--- src/rtl/leak_pkg.sv ---
// Shared constants for the multiplier leak monitor: FSM encoding and default sizing.
package leak_pkg;

  localparam int unsigned DEFAULT_CNT_W   = 8;
  localparam int unsigned DEFAULT_TIMEOUT = 255;

  localparam int unsigned STATE_W = 2;
  localparam logic [1:0] ST_IDLE   = 2'd0;
  localparam logic [1:0] ST_RUN    = 2'd1;
  localparam logic [1:0] ST_REPORT = 2'd2;

endpackage

--- src/rtl/multiplier_leak_monitor_if.sv ---
// Run request / per-channel done inputs and result outputs of the leak monitor.
// LEAK_LATENCY_REPORT_EN adds the per-channel latency bus.
interface multiplier_leak_monitor_if
  import leak_pkg::*;
#(
  parameter int unsigned NUM_CH = 2,
  parameter int unsigned CNT_W  = DEFAULT_CNT_W
);

  logic              start;
  logic [NUM_CH-1:0] productDone;
  logic              timingLeak;
  logic              timingLeakDone;
  logic [NUM_CH-1:0] lateMask;
  logic [CNT_W-1:0]  firstLatency;
  logic              timeout;
  logic              busy;
`ifdef LEAK_LATENCY_REPORT_EN
  logic [NUM_CH*CNT_W-1:0] latencyBus;

  modport master (
    output start, productDone,
    input  timingLeak, timingLeakDone, lateMask, firstLatency, timeout, busy, latencyBus
  );
  modport slave (
    input  start, productDone,
    output timingLeak, timingLeakDone, lateMask, firstLatency, timeout, busy, latencyBus
  );
`else
  modport master (
    output start, productDone,
    input  timingLeak, timingLeakDone, lateMask, firstLatency, timeout, busy
  );
  modport slave (
    input  start, productDone,
    output timingLeak, timingLeakDone, lateMask, firstLatency, timeout, busy
  );
`endif

endinterface

--- src/rtl/leak_lane.sv ---
// One monitored channel: first-done capture, late flag, and (LEAK_LATENCY_REPORT_EN) latency.
module leak_lane
  import leak_pkg::*;
`ifdef LEAK_LATENCY_REPORT_EN
#(
  parameter int unsigned CNT_W = DEFAULT_CNT_W
)
`endif
(
  input  logic             clk,
  input  logic             rst,
  input  logic             clear_i,
  input  logic             capture_en_i,
  input  logic             done_i,
  input  logic             prior_first_i,
  input  logic             abort_i,
`ifdef LEAK_LATENCY_REPORT_EN
  input  logic [CNT_W-1:0] lat_i,
  output logic [CNT_W-1:0] latency_o,
`endif
  output logic             hit_c,
  output logic             seen_c,
  output logic             late_c
);

  logic seen_q;
  logic late_q;

  // Kept as separate assigns: abort_i is derived from every lane's seen_c.
  assign hit_c  = capture_en_i & done_i & ~seen_q;
  assign seen_c = ~clear_i & (seen_q | hit_c);
  assign late_c = ~clear_i & (late_q | (hit_c & prior_first_i) | (abort_i & ~seen_q & ~hit_c));

  always_ff @(posedge clk or posedge rst) begin
    if (rst) begin
      seen_q <= 1'b0;
      late_q <= 1'b0;
    end else begin
      seen_q <= seen_c;
      late_q <= late_c;
    end
  end

`ifdef LEAK_LATENCY_REPORT_EN
  logic [CNT_W-1:0] latency_q;

  always_ff @(posedge clk or posedge rst) begin
    if (rst) begin
      latency_q <= '0;
    end else if (clear_i) begin
      latency_q <= '0;
    end else if (hit_c) begin
      latency_q <= lat_i;
    end
  end

  assign latency_o = latency_q;
`endif

endmodule

--- src/rtl/multiplier_leak_monitor.sv ---
// Detects data-dependent completion timing across multipliers sharing one start pulse.
// Optional feature macro: LEAK_LATENCY_REPORT_EN (per-channel latency bus).
module multiplier_leak_monitor
  import leak_pkg::*;
#(
  parameter int unsigned NUM_CH  = 2,
  parameter int unsigned CNT_W   = DEFAULT_CNT_W,
  parameter int unsigned TIMEOUT = DEFAULT_TIMEOUT
) (
  input  logic                       clk,
  input  logic                       rst,
  multiplier_leak_monitor_if.slave   bus
);

  logic [STATE_W-1:0] state_q, state_d;
  logic [CNT_W-1:0]   cnt_q, cnt_d;
  logic [CNT_W-1:0]   cnt_inc_c;

  logic               first_seen_q;
  logic [CNT_W-1:0]   first_lat_q;
  logic [CNT_W-1:0]   first_lat_d;

  logic               leak_q;
  logic               report_q;
  logic [NUM_CH-1:0]  late_mask_q;
  logic [CNT_W-1:0]   first_lat_out_q;
  logic               timeout_q;
  logic               busy_q;

  logic [NUM_CH-1:0]  hit_c, seen_c, late_c;
  logic               clear_c, run_c, all_seen_c, any_hit_c, at_limit_c, finish_c, abort_c;

  assign clear_c    = (state_q == ST_IDLE) & bus.start;
  assign run_c      = (state_q == ST_RUN);
  assign cnt_inc_c  = (cnt_q == '1) ? cnt_q : cnt_q + CNT_W'(1);
  assign all_seen_c = &seen_c;
  assign any_hit_c  = |hit_c;
  assign at_limit_c = (cnt_inc_c == CNT_W'(TIMEOUT));
  assign finish_c   = run_c & (all_seen_c | at_limit_c);
  // Finishing on the timeout edge is still a clean finish.
  assign abort_c    = run_c & at_limit_c & ~all_seen_c;
  assign first_lat_d = first_seen_q ? first_lat_q : (any_hit_c ? cnt_inc_c : '0);

`ifdef LEAK_LATENCY_REPORT_EN
  logic [NUM_CH*CNT_W-1:0] lat_bus_w;
`endif

  for (genvar i = 0; i < NUM_CH; i++) begin : g_lane
`ifdef LEAK_LATENCY_REPORT_EN
    leak_lane #(.CNT_W(CNT_W)) u_lane (
      .clk           (clk),
      .rst           (rst),
      .clear_i       (clear_c),
      .capture_en_i  (run_c),
      .done_i        (bus.productDone[i]),
      .prior_first_i (first_seen_q),
      .abort_i       (abort_c),
      .lat_i         (cnt_inc_c),
      .latency_o     (lat_bus_w[i*CNT_W +: CNT_W]),
      .hit_c         (hit_c[i]),
      .seen_c        (seen_c[i]),
      .late_c        (late_c[i])
    );
`else
    leak_lane u_lane (
      .clk           (clk),
      .rst           (rst),
      .clear_i       (clear_c),
      .capture_en_i  (run_c),
      .done_i        (bus.productDone[i]),
      .prior_first_i (first_seen_q),
      .abort_i       (abort_c),
      .hit_c         (hit_c[i]),
      .seen_c        (seen_c[i]),
      .late_c        (late_c[i])
    );
`endif
  end

  always_ff @(posedge clk or posedge rst) begin
    if (rst) begin
      state_q <= ST_IDLE;
      cnt_q   <= '0;
    end else begin
      state_q <= state_d;
      cnt_q   <= cnt_d;
    end
  end

  always_comb begin
    state_d = state_q;
    cnt_d   = cnt_q;
    case (state_q)
      ST_IDLE: begin
        if (bus.start) begin
          state_d = ST_RUN;
          cnt_d   = '0;
        end
      end
      ST_RUN: begin
        cnt_d = cnt_inc_c;
        if (all_seen_c || at_limit_c) begin
          state_d = ST_REPORT;
        end
      end
      ST_REPORT: state_d = ST_IDLE;
      default:   state_d = ST_IDLE;
    endcase
  end

  // First-done tracking and result registers; results load on the RUN->REPORT edge.
  always_ff @(posedge clk or posedge rst) begin
    if (rst) begin
      first_seen_q    <= 1'b0;
      first_lat_q     <= '0;
      leak_q          <= 1'b0;
      report_q        <= 1'b0;
      late_mask_q     <= '0;
      first_lat_out_q <= '0;
      timeout_q       <= 1'b0;
      busy_q          <= 1'b0;
    end else begin
      busy_q   <= (state_d != ST_IDLE);
      report_q <= finish_c;
      if (clear_c) begin
        first_seen_q    <= 1'b0;
        first_lat_q     <= '0;
        leak_q          <= 1'b0;
        late_mask_q     <= '0;
        first_lat_out_q <= '0;
        timeout_q       <= 1'b0;
      end else if (run_c) begin
        if (any_hit_c && !first_seen_q) begin
          first_seen_q <= 1'b1;
          first_lat_q  <= cnt_inc_c;
        end
        if (finish_c) begin
          late_mask_q     <= late_c;
          leak_q          <= |late_c;
          timeout_q       <= abort_c;
          first_lat_out_q <= first_lat_d;
        end
      end
    end
  end

  assign bus.timingLeak     = leak_q;
  assign bus.timingLeakDone = report_q;
  assign bus.lateMask       = late_mask_q;
  assign bus.firstLatency   = first_lat_out_q;
  assign bus.timeout        = timeout_q;
  assign bus.busy           = busy_q;
`ifdef LEAK_LATENCY_REPORT_EN
  assign bus.latencyBus     = lat_bus_w;
`endif

endmodule
--- src/flat_wrapper.sv ---
// flat-port wrapper written by rule: the top's interface ports become plain ports
module multiplier_leak_monitor_flat import leak_pkg::*;
#(
  parameter int unsigned NUM_CH  = 2,
  parameter int unsigned CNT_W   = DEFAULT_CNT_W,
  parameter int unsigned TIMEOUT = DEFAULT_TIMEOUT
)
  (clk, rst, bus_start, bus_productDone, bus_timingLeak, bus_timingLeakDone, bus_lateMask, bus_firstLatency, bus_timeout, bus_busy);
  multiplier_leak_monitor_if #(.NUM_CH(NUM_CH), .CNT_W(CNT_W)) bus_i ();
  input  logic clk;
  input  logic rst;
  input wire logic [$bits(bus_i.start)-1:0] bus_start;
  input wire logic [$bits(bus_i.productDone)-1:0] bus_productDone;
  output wire logic [$bits(bus_i.timingLeak)-1:0] bus_timingLeak;
  output wire logic [$bits(bus_i.timingLeakDone)-1:0] bus_timingLeakDone;
  output wire logic [$bits(bus_i.lateMask)-1:0] bus_lateMask;
  output wire logic [$bits(bus_i.firstLatency)-1:0] bus_firstLatency;
  output wire logic [$bits(bus_i.timeout)-1:0] bus_timeout;
  output wire logic [$bits(bus_i.busy)-1:0] bus_busy;
  assign bus_i.start = bus_start;
  assign bus_i.productDone = bus_productDone;
  assign bus_timingLeak = bus_i.timingLeak;
  assign bus_timingLeakDone = bus_i.timingLeakDone;
  assign bus_lateMask = bus_i.lateMask;
  assign bus_firstLatency = bus_i.firstLatency;
  assign bus_timeout = bus_i.timeout;
  assign bus_busy = bus_i.busy;
  multiplier_leak_monitor #(.NUM_CH(NUM_CH), .CNT_W(CNT_W), .TIMEOUT(TIMEOUT)) u_core (.clk(clk), .rst(rst), .bus(bus_i));
endmodule
--- config.mk ---
export PLATFORM = sky130hd
export DESIGN_NAME = multiplier_leak_monitor_flat
export DESIGN_NICKNAME = d
export VERILOG_FILES = /design/src/rtl/leak_pkg.sv /design/src/rtl/multiplier_leak_monitor_if.sv /design/src/rtl/leak_lane.sv /design/src/rtl/multiplier_leak_monitor.sv /design/src/flat_wrapper.sv
export SDC_FILE = /design/constraint.sdc
export NUM_CORES = 1
export LEC_CHECK = 0
export CAP_MARGIN = 20
export CELL_PAD_IN_SITES_DETAIL_PLACEMENT = 0
export CELL_PAD_IN_SITES_GLOBAL_PLACEMENT = 2
export CORE_MARGIN = 2
export CORE_UTILIZATION = 35
export CTS_BUF_LIST = sky130_fd_sc_hd__clkbuf_4 sky130_fd_sc_hd__clkbuf_8 sky130_fd_sc_hd__clkbuf_16
export CTS_CLUSTER_SIZE = 12
export DETAILED_ROUTE_END_ITERATION = 6
export GPL_ROUTABILITY_DRIVEN = 0
export PLACE_DENSITY_LB_ADDON = 0.1
export SETUP_SLACK_MARGIN = 0.5
export SLEW_MARGIN = 5
export SYNTH_ARGS = -nofsm -noshare
export SYNTH_HDL_FRONTEND = slang
export SYNTH_SLANG_ARGS = --single-unit
--- constraint.sdc ---
create_clock -name clk -period 5.4 [get_ports clk]
set_input_delay 1.62 -clock clk [delete_from_list [all_inputs] [get_ports clk]]
set_output_delay 1.62 -clock clk [all_outputs]
set_load 0.01 [all_outputs]
==> results.md <==
- Area leader, netlist: dfrtp_1
- Slowest cell on crit path: nor3b_1
- RSZ-0062 raised after global routing: false
- GR Layer Usage met2: approximately a quarter
- Die X: between 70 and 80 um
- Final Util: just over 40%
- Synthesized-area fraction occupied by adder cells: 0.646%
- Synth top area share: 47.8%
- Period utilization: 64.3%
- Avg Vias per Cell: 5.45
- Post-DRT Antenna Nets: 0
- Synthesis-stage register bit count: 37
- Synthesis Warnings: 0
- Slew Limit Fails: 0
- Fmax: 288 MHz
- Critical Setup Path Class: input pin to flop
- Final hold vios: 0
- Area growth syn-to-layout: 16.6%
- Worst-margin pin slew: around 1 ns
- Rows: 27
- Commonest non-fill, non-tap cells in the layout: dfrtp_1, nand2_1, a21oi_1, clkdlybuf4s50_1, o21ai_0
- Status: completed
- Worst Reg-to-Reg Cells: 7
- CTS sink cnt: 37
- Async set-or-reset flop fraction in the synthesized netlist: 100%
- Worst VDD drop: between 200 and 250 uV
- Pre-Repair DR Iteration Count: 4
- Number of buffers created by CTS: 5
- Reg-to-Reg Start: u_core.cnt_q[0]
- Final setup vio count: 0
- Unique masters post-synth: 45
- Share of cells above drive strength 1: 9.72%
- Worst hold-check path type: flop to flop
- WL/cell: 16.4 um
- Postcts setup bufs: 0
- Startpoint types: input pin
- Pleak: between 0.9 and 1 nW
- Met1 Usage GRT: 24.6%
- Total number of vias: 1569
- Worst path bufs/invs: 1
- CTS tree: built
- Cts repair resizes: 0
- Avg Cell Area, Syn: ~9.5 um2
- CTS max path bufs: 2
- Core footprint: 5440 um2
- Initial Util: 35.6%
- Synth top area cells: dfrtp_1, a21oi_1, nand2_1
- Die area: 6150 um2
- DP Worst Slack: 1.60 ns
- Sequence of cells on the critical path: clkdlybuf4s50_1 -> nor3b_1 -> or4_1 -> o21ai_0 -> mux2_2
- Mapped cell area: 1940 um2
- Non-filler cells, final: 288
- Commonest non-fill, non-tap cell in the layout: dfrtp_1
- Largest net degree at the start of global routing: 38
- Worst-path clk slew: 0.08 ns
- Synth Area in Compound Gates: 22.9%
- Worst hold path stage count: 1
- Crit path required time: about 5.6 ns
- Top FF cell, synth: dfrtp_1
- DR DRC count: 0
- Number of buffers inserted by port buffering: 18
- Synth Area in XOR/XNOR: 0.904%
- Synth Area in Simple Gates: about a fifth
- Global-route wire length before repair: 7770 um
- CTS Hold Bufs: 0
- Power per cell area: roughly 500 nW/um2
- Gr usage total: 16.3%
- Crit path time final: 3.47 ns
- Clock latency on the worst-skew pair: 0.29 ns
- Largest family of logic cells by synthesized area: compound AO/OA/AOI/OAI gates
- Worst setup margin: 1.93 ns
- Initial antenna violation count: 0
- DR iter-0 viols: around 140
- R2R Path End: u_core.bus.lateMask[0]
- Placed Cells: 280
- Root buffer cell: clkbuf_8
- Hold Path Sink: u_core.first_lat_q[4]
- Met3 GRT Util: 4.48%
- Setup TNS: 0 ns
- Worst R2R Setup Slack: 2.10 ns
- Post-DP HPWL: between 3000 and 4000 um
- Max-cap viol count: 0
- GRT Residual Overflow: 0
- Final WL: between 4000 and 5000 um
- Max FO, Critical Path: 9
- Clock Skews: 0.00960 ns
- CP delay by family, top: simple AND/OR/NAND/NOR gates
- Max_slew headroom: 31.6%
- Mux contribution to synthesized area: between 4 and 5%
- Slowest Stage Delay on Critical Path: approximately 0.72 ns
- Hold_sp: u_core.first_lat_q[4]
- Critical Path End Type: flop
- GR peak layer: met1
- Htree depth: 2
- # IOs: 19
- Critical path arrival: 3.65 ns
- Cells after synthesis: 203
- Synth Net Count: 209
- Post-Place Cell Area: 2140 um2
- Final net count: between 200 and 250
- Post-synthesis sequential area ratio: 47.8%
- Post-route cell area: approximately 2300 um2
- Antenna diodes: 0
- Vias in the first global route: ~1400
- Post-synth EDFFs: 0
- Die Y: roughly 80 um
-- synth_stat cells, types with 2 or more instances --
cell type and count:
a21oi_1 18, o31ai_1 4, clkbuf_1 10, and4_4 2
nand3_1 9, a21o_1 7, nor3_1 2, nand2_1 24
nor4_1 2, xor2_1 2, inv_1 4, dfrtp_1 37
a31oi_1 7, nor2b_1 3, mux2i_1 7, a22o_1 3
buf_6 3, a22oi_1 2, o21ai_0 17, nor2_1 15
-- worst register-to-register path, stage by stage (launching register included) --
cell     delay, ns
dfrtp_1       0.56
ha_1          0.40
and3_1        0.25
a31oi_1       0.09
a21oi_1       0.38
nand4_2       0.20
nor4_1        0.89
mux2_2        0.42
-- where the power goes --
group          switching, W  leakage (nW)  total (W)  internal, W
logic              0.000262         0.440   0.000432     0.000170
clock network      0.000103        0.0619   0.000258     0.000156
registers         0.0000865         0.494   0.000440     0.000354
total              0.000451         0.996    0.00113     0.000679
-- per-stage QoR --
step | total power [W] | hold slack (ns)
floorplan | 0.000730 | 0.450
global placement | 0.000880 | 0.460
finish | 0.00113 | 0.480
global route | 0.00122 | 0.507
detailed placement | 0.000881 | 0.470
CTS | 0.00114 | 0.487
-- how the worst max path moves through the flow --
| stage | start | end | slack (ns) | cells after the start |
|---|---|---|---|---|
| after global placement | bus_start | u_core.bus.lateMask[0] | 1.69 | 5 |
| after detailed placement | bus_start | u_core.bus.lateMask[0] | 1.60 | 5 |
| final | bus_start | u_core.bus.lateMask[0] | 1.93 | 5 |
| after floorplan | bus_start | u_core.bus.lateMask[0] | 2.23 | 5 |
| after global routing | bus_start | u_core.bus.lateMask[0] | 1.67 | 5 |
| after CTS | bus_start | u_core.bus.lateMask[0] | 1.92 | 5 |
-- registers in the layout, summed over array words and instances, names as in the netlist --
register and count:
u_core.first_lat_q 8, u_core.first_seen_q 1, u_core.cnt_q 8, u_core.bus.timingLeak 1, u_core.state_q 2, u_core.g_lane.u_lane.late_q 2
u_core.g_lane.u_lane.seen_q 2, u_core.bus.busy 1, u_core.bus.timingLeakDone 1, u_core.bus.lateMask 2, u_core.bus.timeout 1, u_core.bus.firstLatency 8
-- layout make-up --
class	count	area (um2)
flip-flops and latches	37	926
clock buffers	7	90.1
well taps	72	90.1
fillers	552	3180
multi-input cells	148	921
inverters	4	15.0
clock inverters	1	30.0
repair buffers	19	188
-- metal layers --
| metal | wire length (um) | vias to the layer above |
|---|---|---|
| li1 | - | 767 |
| met1 | 2320 | 735 |
| met2 | 1980 | 61 |
| met3 | 375 | 6 |
| met4 | 43 | 0 |
| met5 | 0 | - |
-- cell families after synthesis --
group,Yosys count
and+or+nand+nor,69
AOI/OAI and AO/OA,68
DFF,37
buffers and inverters,18
muxes,8
xor gates and xnor gates,2
adders and majority gates,1
Power figures use the tool's default switching activity.
